<file path="src/rtl/slice_word_assembler.sv">
// Byte-to-word assembler: packs LANES bytes into one registered output word, with flush of partial words.
// Optional SLICE_ASM_SWAP_EN: first byte lands in the least significant lane instead of the most significant.
module slice_word_assembler #(
  parameter int LANES = 2
) (
  input  logic               CLK,
  input  logic               ASYNCRESETN,
  input  logic [7:0]         in_data,
  input  logic               in_valid,
  output logic               in_ready,
  input  logic               flush,
  output logic [8*LANES-1:0] out_data,
  output logic               out_valid,
  output logic               out_partial,
  input  logic               out_ready
);

  localparam int CW = $clog2(LANES);
  localparam logic [CW-1:0] LAST = CW'(LANES - 1);

  logic [CW-1:0]      cnt;
  logic [CW-1:0]      lane;
  logic [8*LANES-1:0] acc;
  logic [8*LANES-1:0] merged;
  logic               slot_free;
  logic               at_last;
  logic               accept;
  logic               complete;
  logic               do_flush;
  logic               load;

  always_comb begin
    slot_free = !out_valid | out_ready;
    at_last   = (cnt == LAST);
    // Stall only when this cycle would need the output register and it is still occupied.
    in_ready  = slot_free | !(at_last | (flush & (cnt != '0)));
    accept    = in_valid & in_ready;
    complete  = accept & at_last;
    do_flush  = flush & !complete & (accept | (cnt != '0)) & slot_free;
    load      = complete | do_flush;
`ifdef SLICE_ASM_SWAP_EN
    lane      = cnt;
`else
    lane      = LAST - cnt;
`endif
    merged    = acc;
    if (accept) begin
      merged[{lane, 3'b000} +: 8] = in_data;
    end
  end

  always_ff @(posedge CLK or negedge ASYNCRESETN) begin
    if (!ASYNCRESETN) begin
      cnt         <= '0;
      acc         <= '0;
      out_data    <= '0;
      out_valid   <= 1'b0;
      out_partial <= 1'b0;
    end else if (load) begin
      cnt         <= '0;
      acc         <= '0;
      out_data    <= merged;
      out_valid   <= 1'b1;
      out_partial <= do_flush;
    end else begin
      if (accept) begin
        cnt <= cnt + CW'(1);
      end
      acc <= merged;
      // out_data/out_partial keep their last value after the word drains.
      if (out_ready) begin
        out_valid <= 1'b0;
      end
    end
  end

endmodule

</file>
<file path="config.mk">
export PLATFORM = sky130hd
export DESIGN_NAME = slice_word_assembler
export DESIGN_NICKNAME = d
export VERILOG_FILES = /design/src/rtl/slice_word_assembler.sv
export SDC_FILE = /design/constraint.sdc
export NUM_CORES = 1
export LEC_CHECK = 0
export ABC_AREA = 1
export ABC_CLOCK_PERIOD_IN_PS = 1100
export CAP_MARGIN = 0
export CORE_UTILIZATION = 40
export DETAILED_ROUTE_END_ITERATION = 10
export PLACE_DENSITY = 0.67
export SETUP_SLACK_MARGIN = 0.3
export SLEW_MARGIN = 20
export SYNTH_ARGS = -nofsm -noshare
export SYNTH_HDL_FRONTEND = slang
export SYNTH_SLANG_ARGS = --single-unit
</file>
<file path="constraint.sdc">
create_clock -name CLK -period 1.1 [get_ports CLK]
set_clock_uncertainty 0.05 [all_clocks]
set_input_delay 0.22 -clock CLK [delete_from_list [all_inputs] [get_ports CLK]]
set_output_delay 0.22 -clock CLK [all_outputs]
set_load 0.005 [all_outputs]
</file>
==> impl_metrics.tcl, run 1 <==
set metrics [dict create \
    io_buffers 31 \
    synth_nets 190 \
    grt.total_usage 0.230 \
    die-area_um2 4390 \
    numCtsBuffers 5 \
    grt_first_pass_wirelength_um 7360 \
    tns_ns -9.39 \
    worst_slack_ns -0.320 \
    finalWirelength_um 4660 \
    period_needed_ns 1.42 \
    effective_utilization_at_floorplan 0.435 \
    yosys.area_share.simple 0.248 \
    netlist_instances 177 \
    failed_checks "setup timing" \
    cts_num_sinks 35 \
    ctsHtreeMaxLevel 2 \
    final-instance-count-excl-fill 303 \
    yosys_register_bits 35 \
    worst_slew_pin_slew_ns 0.243 \
    worstSetupEndpointType "flip-flop" \
    grt_start_max_net_pins 36 \
    required_ns 1.22 \
    final-max-slew-violation-count 0 \
    total_gr_overflow 0 \
    outcome "finished, violations left" \
    muxShareOfSynthArea 0 \
    worstSetupPathType "flip-flop to flip-flop" \
    final_hold_violation_count 0 \
    routedWlPerCell_um 15.4 \
    arithmetic_cell_share_of_the_synthesized_area_counting_full_adders_half_adders_and_majority_gates 0 \
    slew_headroom 0.837 \
    pre_cts_slack_ns -0.581 \
    place.detailed.hpwl_um 2880 \
    fp.dieW_um 66.3 \
    avgSynthCellArea_um2 9.33 \
    vias_in_the_first_global_route 1584 \
    netlist_area_um2 1650 \
    route.vias.total 1554 \
    detailed_route_drc_error_count 0 \
    post-route-util 0.687 \
    clock_root_buffer "clkbuf_8" \
    cts-root-to-sink-buffers 2 \
    cap_violations 0 \
    yosysSeqAreaShare 0.530 \
    die_y_um 66.3 \
    fmaxAchievable_mhz 704 \
    worst_supply_voltage_drop_on_vdd_uv 832 \
    synth_top_family_by_area "simple AND/OR/NAND/NOR gates" \
    worst_skew_pair.late_latency_ns 0.29 \
    grt_setup_unrepaired "yes" \
    vias_per_cell 5.13 \
    cts_tree "built" \
    crit_share_post_route 1.29 \
    synthesis.yosys.warnings 0 \
    share_of_final_layout_standard_cells_stronger_than_drive_strength_1 0.451 \
    syn2layout_area_growth_pct 58.0 \
    row_count 22 \
    leakage_nw 1.34 \
    cp_slowest_cell "dfrtp_1" \
    critPathLaunchType "flip-flop" \
    antenna_cells 0 \
    floorplan.io_pins 32 \
    fp.coreArea_um2 3800 \
    timing.critical_path.cells "buf_6, nand2_8, nand2_8, o21ai_4, buf_6, clkbuf_16, a21oi_1" \
    arrival_ns 1.54 \
    routabilityCongestion 0.893 \
    synthDistinctLibCells 19 \
    power_per_cell_area_nw_per_um2 1760 \
    final_nets 267 \
    crit_path_max_fanout 8 \
    post_cts_hold_buffer_count 0 \
    critical_path.max_stage_delay_ns 0.39 \
    cts.reportedPaths.clkPinSlew_ns 0.07 \
    report.final.setup_viol 37 \
    min_path_type "input pin to async pin" \
    placed_cells_incl_taps 270 \
    route.antenna.remaining_nets 0 \
    number_of_antenna_violations_at_the_first_check_in_global_routing 0 \
    drt-pass1-iter-count 4 \
    compound_gate_portion_of_the_synthesized_area 0.136 \
    synth_xor_area_frac 0 \
    initialDrtViolationCount 95 \
]
## per-stage QoR
stage / power [W] / cell area, um^2 / hold slack [ns]
detailed placement: 0.00326 / 2160 / 0.467
global placement: 0.00320 / 2160 / 0.452
finish: 0.00459 / 2610 / 0.239
floorplan: 0.00241 / 1660 / -0.126
global route: 0.00485 / 2610 / 0.261
CTS: 0.00437 / 2460 / 0.257
## final timing paths
kind | startpoint | cells after the start | slack (ns) | end
worst min register to register | out_data[14]$_DFFE_PN0P_ | 2 | 0.47 | out_data[14]$_DFFE_PN0P_
min in group CLK | in_valid | 3 | 0.43 | acc[0]$_DFF_PN0_
worst max-delay path | out_valid$_DFFE_PN0P_ | 7 | -0.32 | acc[4]$_DFF_PN0_
worst min-delay path | ASYNCRESETN | 2 | 0.24 | at_last$_DFFE_PN0P_
max in group asynchronous | ASYNCRESETN | 2 | 0.57 | out_data[11]$_DFFE_PN0P_
worst max register to register | out_valid$_DFFE_PN0P_ | 7 | -0.32 | acc[4]$_DFF_PN0_
## synth_stat cells
| cell type | number | area [um^2] |
|---|---|---|
| nand3_2 | 1 | 10.0 |
| buf_6 | 8 | 90.1 |
| dfrtp_1 | 35 | 876 |
| inv_1 | 5 | 18.8 |
| o21ai_2 | 2 | 17.5 |
| a21oi_1 | 14 | 70.1 |
| nand4_2 | 1 | 12.5 |
| nand4_1 | 8 | 50.1 |
| nor2_4 | 1 | 11.3 |
| buf_2 | 4 | 20.0 |
| o21ai_4 | 1 | 16.3 |
| nand3_1 | 9 | 45.0 |
| nor2_1 | 2 | 7.51 |
| nand2_1 | 64 | 240 |
| nand2_2 | 2 | 12.5 |
| inv_2 | 2 | 7.51 |
| o211ai_1 | 16 | 120 |
| inv_4 | 1 | 6.26 |
| nand2_8 | 1 | 20.0 |
## final cells by class
class	count	area (um^2)
clock buffers	7	76.3
clock inverters	1	5.00
fillers	280	1190
inverters	8	37.5
multi-input cells	122	767
flip-flops and latches	35	877
well taps	48	60.1
repair buffers	82	787
## where the power goes
group	leakage, nW	internal, W	total, W	switching (W)
sequential	0.458	0.00158	0.00171	0.000134
clock	0.0422	0.000444	0.000900	0.000456
combinational	0.840	0.00108	0.00198	0.000904
total	1.34	0.00310	0.00459	0.00149
## cell usage in the layout (no fill, tap or decap), types with 3 or more instances in the layout
master,synthesis,final
inv_2,2,5
buf_2,4,18
nand4_1,8,8
buf_16,0,3
clkdlybuf4s50_1,0,11
nand2_8,1,3
clkbuf_8,0,5
nand3_1,9,4
buf_12,0,6
a21oi_2,0,6
nand3_2,1,5
buf_6,8,10
nand2_2,2,10
a21oi_1,14,8
nand2_1,64,53
o211ai_1,16,16
buf_4,0,31
dfrtp_1,35,34
## critical path, delay by kind of cell (launching register included)
| kind | cells | cell delay, ns |
|---|---|---|
| buffers and inverters | 3 | 0.45 |
| flip-flops | 1 | 0.39 |
| AND/OR/NAND/NOR | 2 | 0.14 |
| AO/OA/AOI/OAI | 2 | 0.27 |
## cells by family after synthesis
| kind of cell | count (synthesis) |
|---|---|
| AOI/OAI and AO/OA | 33 |
| DFF | 35 |
| buffers and inverters | 20 |
| and+or+nand+nor | 89 |
## registers in the layout (all words and copies together), names as in the netlist
name         cells
acc             16
at_last          1
out_data        16
out_partial      1
out_valid        1
## metal layers
| layer | GRT usage | vias up | wire length [um] | share of wire |
|---|---|---|---|---|
| met2 | 0.395 | 47 | 2360 | 0.51 |
| met3 | 0.0414 | 9 | 244 | 0.052 |
| li1 | - | 749 | - | - |
| met4 | 0.0984 | 0 | 82 | 0.018 |
| met1 | 0.280 | 749 | 1980 | 0.42 |
| met5 | 0 | - | 0 | 0 |
## repair_timing
| action | CTS | global route |
|---|---|---|
| gates resized for setup | 96 | 32 |
| pin swaps | 8 | 10 |
| setup buffers | 15 | 6 |
| hold endpoints to repair | 0 | 0 |
| gates cloned | 3 | 1 |
| setup endpoints to repair | 54 | 54 |
(Power assumes the default switching activity.)
==> run 2, diff against run 1 <==
ABC_AREA = not set   (was 1)
ABC_CLOCK_PERIOD_IN_PS = 1400   (was 1100)
CORE_MARGIN = 2   (was not set)
PLACE_DENSITY = not set   (was 0.67)
clock period = 1.4 ns   (was 1.1 ns; I/O delays follow)
==> run 2 against run 1 <==
  * The run still ends with setup timing left
  * Largest power group unchanged
  * Sequential cell count unchanged
  * Largest cell class unchanged
  * Sequential share of layout area increased by 2.6 points
  * Via count decreased by 16%
  * Final cell count decreased by 14%
  * Critical path depth unchanged
==> impl_metrics.tcl, run 2 <==
set metrics [dict create \
    outcome "finished, violations left" \
    failed_checks "setup timing" \
    vias_in_the_first_global_route 1306 \
    period_needed_ns 1.47 \
    arithmetic_cell_share_of_the_synthesized_area_counting_full_adders_half_adders_and_majority_gates 0 \
    worst_skew_pair.late_latency_ns 0.28 \
    synthDominantAreaCellType "dfrtp_1" \
    netlist_instances 151 \
    fp.dieW_um 67.3 \
    synth-edff-count 0 \
    cts_num_sinks 35 \
    initialDrtViolationCount 82 \
    final_nets 224 \
    grt_setup_unrepaired "yes" \
    final_hold_violation_count 0 \
    layout.filler_cells 299 \
    fp.coreArea_um2 3740 \
    final-instance-count-excl-fill 260 \
    yosys_register_bits 35 \
    io_buffers 31 \
    p_clk_frac 0.210 \
    final-max-slew-violation-count 0 \
    synth_xor_area_frac 0.00547 \
    netSwitchingPower_w 0.00139 \
    synth_nets 164 \
    cap_violations 0 \
    worst_slack_ns -0.0692 \
    number_of_antenna_violations_at_the_first_check_in_global_routing 0 \
    finalWirelength_um 3960 \
    cts-root-to-sink-buffers 2 \
    grt_start_max_net_pins 36 \
    routedWlPerCell_um 15.2 \
    detailed_route_drc_error_count 0 \
    synthMostInstantiatedCell "dfrtp_1" \
    pre_cts_slack_ns -0.470 \
    total_gr_overflow 0 \
    synth.top_cell.area_share 0.547 \
    crit_path_max_fanout 6 \
    layout_common_cells "dfrtp_1, inv_1, buf_4" \
    internal_power_w 0.00305 \
    grt_first_pass_wirelength_um 6020 \
    pwr-share-comb 0.429 \
    largestRegisters "acc: 16 flops, out_data: 16 flops" \
    crit_share_post_route 1.05 \
    placed_cells_incl_taps 234 \
    die-area_um2 4530 \
    grt.total_usage 0.181 \
    netlist_area_um2 1600 \
    report.final.setup_viol 29 \
    fmaxAchievable_mhz 681 \
    synthTopCellsByArea "dfrtp_1, mux2i_1, a221oi_2" \
    power_per_cell_area_nw_per_um2 1830 \
    cts_tree "built" \
    ctsHtreeMaxLevel 2 \
    clock_root_buffer "clkbuf_8" \
    vias_per_cell 5.05 \
    power.sequential.fraction 0.361 \
    ys_dominant_reg_cell "dfrtp_1" \
    worstSetupPathType "flip-flop to flip-flop" \
    avgSynthCellArea_um2 10.6 \
    numCtsBuffers 5 \
    worst_supply_voltage_drop_on_vdd_uv 1200 \
    routabilityCongestion 0.726 \
    place.detailed.hpwl_um 2260 \
    route.vias.total 1313 \
    floorplan.io_pins 32 \
    postLayoutCellArea_um2 2420 \
    compound_gate_portion_of_the_synthesized_area 0.131 \
    yosysSeqAreaShare 0.547 \
    synthDistinctLibCells 24 \
    layout.cells.most_common "dfrtp_1" \
    worstSetupEndpointType "flip-flop" \
    synth_top_family_by_area "compound AO/OA/AOI/OAI gates" \
    slew_headroom 0.770 \
    effective_utilization_at_floorplan 0.428 \
    synth-async-reset-ratio 1.00 \
    antenna_cells 0 \
    arrival_ns 1.59 \
    drt-pass1-iter-count 5 \
    share_of_final_layout_standard_cells_stronger_than_drive_strength_1 0.410 \
    synthesis.yosys.warnings 0 \
    most_frequent_cells_after_synthesis "dfrtp_1, inv_1, mux2i_1" \
    row_count 22 \
    leakage_nw 1.12 \
    required_ns 1.52 \
    min_path_type "input pin to async pin" \
    muxShareOfSynthArea 0.100 \
    worst_slew_pin_slew_ns 0.343 \
    yosys.area_share.simple 0.124 \
    cts.reportedPaths.clkPinSlew_ns 0.07 \
    placement.cell_area_um2 2060 \
    syn2layout_area_growth_pct 51.3 \
    switching_share 0.313 \
    route.antenna.remaining_nets 0 \
    die_y_um 67.3 \
    critPathLaunchType "flip-flop" \
]
==> run 2: changes by cell type in the layout (fill, tap and decap cells not counted), moves of 9 or more <==
| cell | delta |
|---|---|
| inv_1 | +23 |
| o211ai_1 | -16 |
| buf_4 | -11 |
| nand2_1 | -51 |
| nor3_1 | +9 |
| nand2_2 | -9 |
==> run 2: logic make-up after synthesis <==
group                     Yosys count
muxes                              16
xor gates and xnor gates            1
and+or+nand+nor                    38
buffers and inverters              35
DFF                                35
AOI/OAI and AO/OA                  26
==> run 2: final cells by class <==
type                    count  area (um^2)  area share
multi-input cells          81          706       0.291
inverters                  25         93.8      0.0387
repair buffers             63          569       0.235
well taps                  48         60.1      0.0248
clock inverters             2         35.0      0.0145
flip-flops and latches     35          877       0.362
clock buffers               6         82.6      0.0341
==> run 2: per-layer routing <==
metal | up-vias | global-route usage | part of all wire
li1 | 624 | - | -
met1 | 634 | 0.239 | 0.42
met2 | 51 | 0.283 | 0.51
met4 | 0 | 0.0791 | 0.0073
met5 | - | 0 | 0
met3 | 4 | 0.0433 | 0.065
==> run 2: final timing paths <==
path                       slack (ns)                  endpoint                     start  cells past startpoint
max                             -0.07          acc[5]$_DFF_PN0_       at_last$_DFFE_PN0P_                      7
min reg2reg                      0.47  out_data[10]$_DFFE_PN0P_  out_data[10]$_DFFE_PN0P_                      2
max reg2reg                     -0.07          acc[5]$_DFF_PN0_       at_last$_DFFE_PN0P_                      7
max in group asynchronous        0.79       at_last$_DFFE_PN0P_               ASYNCRESETN                      2
min in group CLK                 0.44   out_partial$_DFFE_PN0P_                     flush                      4
min                              0.30   out_data[3]$_DFFE_PN0P_               ASYNCRESETN                      2
==> run 2: power groups by stage <==
| stage | clock, W | sequential, W | combinational, W |
|---|---|---|---|
| finish | 0.000932 | 0.00160 | 0.00190 |
| global placement | 0 | 0.00157 | 0.00159 |
| global route | 0.000999 | 0.00165 | 0.00210 |
| floorplan | 0 | 0.00160 | 0.000800 |
| detailed placement | 0 | 0.00159 | 0.00161 |
| CTS | 0.000945 | 0.00159 | 0.00159 |
==> run 2: worst max-delay path, cell delays in order, from the launching register on <==
cell and delay (ns):
dfrtp_2 0.43, nor2_2 0.07, buf_4 0.15, nor3_4 0.24, buf_6 0.14, clkbuf_16 0.13
buf_4 0.10, a21oi_1 0.04
==> run 2: stage by stage <==
step                      utilization  setup TNS [ns]  hold slack, ns  total power, W
final                           0.647           -1.00           0.303         0.00443
after global routing            0.647           -2.82           0.330         0.00475
after CTS                       0.595          -0.393           0.315         0.00413
after detailed placement        0.551          -12.95           0.458         0.00321
after global placement          0.551          -11.58           0.446         0.00317
after floorplan                     -           -1.15         -0.0656         0.00240
==> run 2: what timing repair did <==
action,CTS,global route
hold buffers,0,0
cloned,1,2
buffers inserted,3,12
setup endpoints to repair,54,54
gates resized for setup,94,17
pin swaps,3,4
==> run 3, diff against run 2 <==
CORE_ASPECT_RATIO = 2   (was not set)
==> run 3 against run 2 <==
  * The flow still finishes with violations (setup timing)
  * Setup slack got worse by 0.057 ns
  * Via count fell by 4.0%
  * Critical path depth down 1
  * Utilization shrank 4.4 points
  * Count of clock-buffer cells in the layout is the same
  * Routed wire length down 17%
  * Design area shrank 4.3%
  * Critical endpoint is now out_data[14]$_DFFE_PN0P_
==> impl_metrics.tcl, run 3 (same netlist as run 2, synthesis figures left out) <==
set metrics [dict create \
    vias_in_the_first_global_route 1258 \
    slew_headroom 0.808 \
    grt_setup_unrepaired "yes" \
    finalWirelength_um 3290 \
    largestRegisters "acc: 16 flops, out_data: 16 flops" \
    cts_num_sinks 35 \
    ctsHtreeMaxLevel 2 \
    layout_common_cells "dfrtp_1, inv_1, buf_4" \
    worstSetupPathType "flip-flop to flip-flop" \
    pwr-share-comb 0.415 \
    failed_checks "setup timing" \
    worst_supply_voltage_drop_on_vdd_uv 1070 \
    route.vias.total 1260 \
    row_count 32 \
    final_nets 229 \
    crit_share_post_route 1.09 \
    ff2ff_path_depth 6 \
    r2r_start "out_valid$_DFFE_PN0P_" \
    place.detailed.hpwl_um 2300 \
    die-area_um2 4560 \
    initialDrtViolationCount 31 \
    total_gr_overflow 0 \
    hold_slack_ns 0.321 \
    worstSetupEndpointType "flip-flop" \
    report.final.setup_viol 29 \
    antenna_cells 0 \
    p_clk_frac 0.219 \
    period_needed_ns 1.53 \
    routabilityCongestion 0.799 \
    syn2layout_area_growth_pct 44.8 \
    cts_tree "built" \
    detailed_route_drc_error_count 0 \
    min_path_type "input pin to async pin" \
    numCtsBuffers 5 \
    critical_path.reg2reg.endpoint "out_data[14]$_DFFE_PN0P_" \
    critPathCapture "out_data[14]$_DFFE_PN0P_" \
    final-max-slew-violation-count 0 \
    critical_path.max_stage_delay_ns 0.38 \
    cts-root-to-sink-buffers 2 \
    worst_slew_pin_slew_ns 0.288 \
    final_hold_violation_count 0 \
    most_repeated_library_cell_on_the_critical_path "buf_6" \
    arrival_ns 1.67 \
    switching_share 0.301 \
    effective_utilization_at_floorplan 0.417 \
    grt_first_pass_wirelength_um 5720 \
    route.antenna.remaining_nets 0 \
    required_ns 1.55 \
    internal_power_w 0.00298 \
    critPathLaunchType "flip-flop" \
    cp_slowest_cell "dfrtp_1" \
    post_cts_hold_buffer_count 0 \
    worst_slack_ns -0.127 \
    cts.reportedPaths.clkPinSlew_ns 0.07 \
    timing.reg2reg.setup_slack_ns -0.13 \
    tns_ns -2.23 \
    crit_path_max_fanout 12 \
    drt-pass1-iter-count 4 \
    die_y_um 93.5 \
    power_per_cell_area_nw_per_um2 1840 \
    layout.cells.most_common "dfrtp_1" \
    clock_root_buffer "clkbuf_8" \
    routedWlPerCell_um 12.3 \
    outcome "finished, violations left" \
    netSwitchingPower_w 0.00128 \
    io_buffers 31 \
    power.sequential.fraction 0.367 \
    number_of_antenna_violations_at_the_first_check_in_global_routing 0 \
    vias_per_cell 4.70 \
    fmaxAchievable_mhz 655 \
    fp.coreArea_um2 3840 \
    share_of_final_layout_standard_cells_stronger_than_drive_strength_1 0.382 \
    timing.critical_path.cells "nor2b_4, buf_6, buf_4, nor3_4, buf_6, mux2i_1" \
    grt.total_usage 0.162 \
    grt_start_max_net_pins 36 \
    leakage_nw 1.12 \
    floorplan.io_pins 32 \
    cap_violations 0 \
    critical_path.startpoint "out_valid$_DFFE_PN0P_" \
    fp.dieW_um 48.7 \
    worst_skew_pair.late_latency_ns 0.28 \
]
==> run 3: cell count changes in the layout (fill, tap and decap cells not counted), sizes merged <==
cell,change
buf,+10
clkbuf,-4
clkdlybuf4s15,-1
clkdlybuf4s50,+1
dlymetal6s2s,-1
==> run 3: critical path: cells and delay by family (launching register included) <==
family / cells / cell delay, ns
simple gates: 2 / 0.35
buf+inv: 3 / 0.44
flops: 1 / 0.38
mux: 1 / 0.21
==> run 3: final cells by class <==
class | instances | area, um^2
clock buffers | 6 | 82.6
well taps | 51 | 63.8
repair buffers | 68 | 562
clock inverters | 2 | 35.0
inverters | 25 | 93.8
multi-input cells | 81 | 606
flip-flops and latches | 35 | 877
fillers | 353 | 1520
==> run 3: what timing repair did <==
item / CTS / global route
setup endpoints to repair: 54 / 54
buffers inserted: 10 / 10
pin swaps: 3 / 3
gates resized for setup: 88 / 10
gates cloned: 2 / 0
==> run 3: power by group through the flow <==
stage / logic [W] / registers [W] / clock network, W
floorplan: 0.000800 / 0.00160 / 0
global placement: 0.00160 / 0.00158 / 0
detailed placement: 0.00163 / 0.00159 / 0
CTS: 0.00160 / 0.00156 / 0.000956
global route: 0.00196 / 0.00161 / 0.00100
finish: 0.00176 / 0.00156 / 0.000930
==> run 3: metal layers <==
layer / up-vias / part of all wire / global-route usage
li1: 634 / - / -
met1: 596 / 0.39 / 0.175
met2: 24 / 0.56 / 0.303
met3: 6 / 0.036 / 0.0319
met4: 0 / 0.015 / 0.0643
met5: - / 0 / 0
==> run 3: how the worst min path moves through the flow <==
stage	start	end	cells past startpoint
2_1_floorplan	ASYNCRESETN	acc[0]$_DFF_PN0_	0
3_3_place_gp	acc[12]$_DFF_PN0_	acc[12]$_DFF_PN0_	2
3_5_place_dp	acc[9]$_DFF_PN0_	acc[9]$_DFF_PN0_	2
4_1_cts	ASYNCRESETN	out_valid$_DFFE_PN0P_	2
5_1_grt	ASYNCRESETN	out_data[6]$_DFFE_PN0P_	2
6_report	ASYNCRESETN	out_valid$_DFFE_PN0P_	2
==> run 3: per-stage QoR <==
step	total power, W	setup slack (ns)	cells	area, um^2	utilization
2_1_floorplan	0.00240	-0.0869	151	1610	-
3_3_place_gp	0.00318	-0.452	238	2070	0.540
3_5_place_dp	0.00322	-0.474	238	2070	0.540
4_1_cts	0.00412	-0.151	258	2220	0.577
5_1_grt	0.00456	-0.191	268	2320	0.604
6_report	0.00426	-0.127	268	2320	0.604
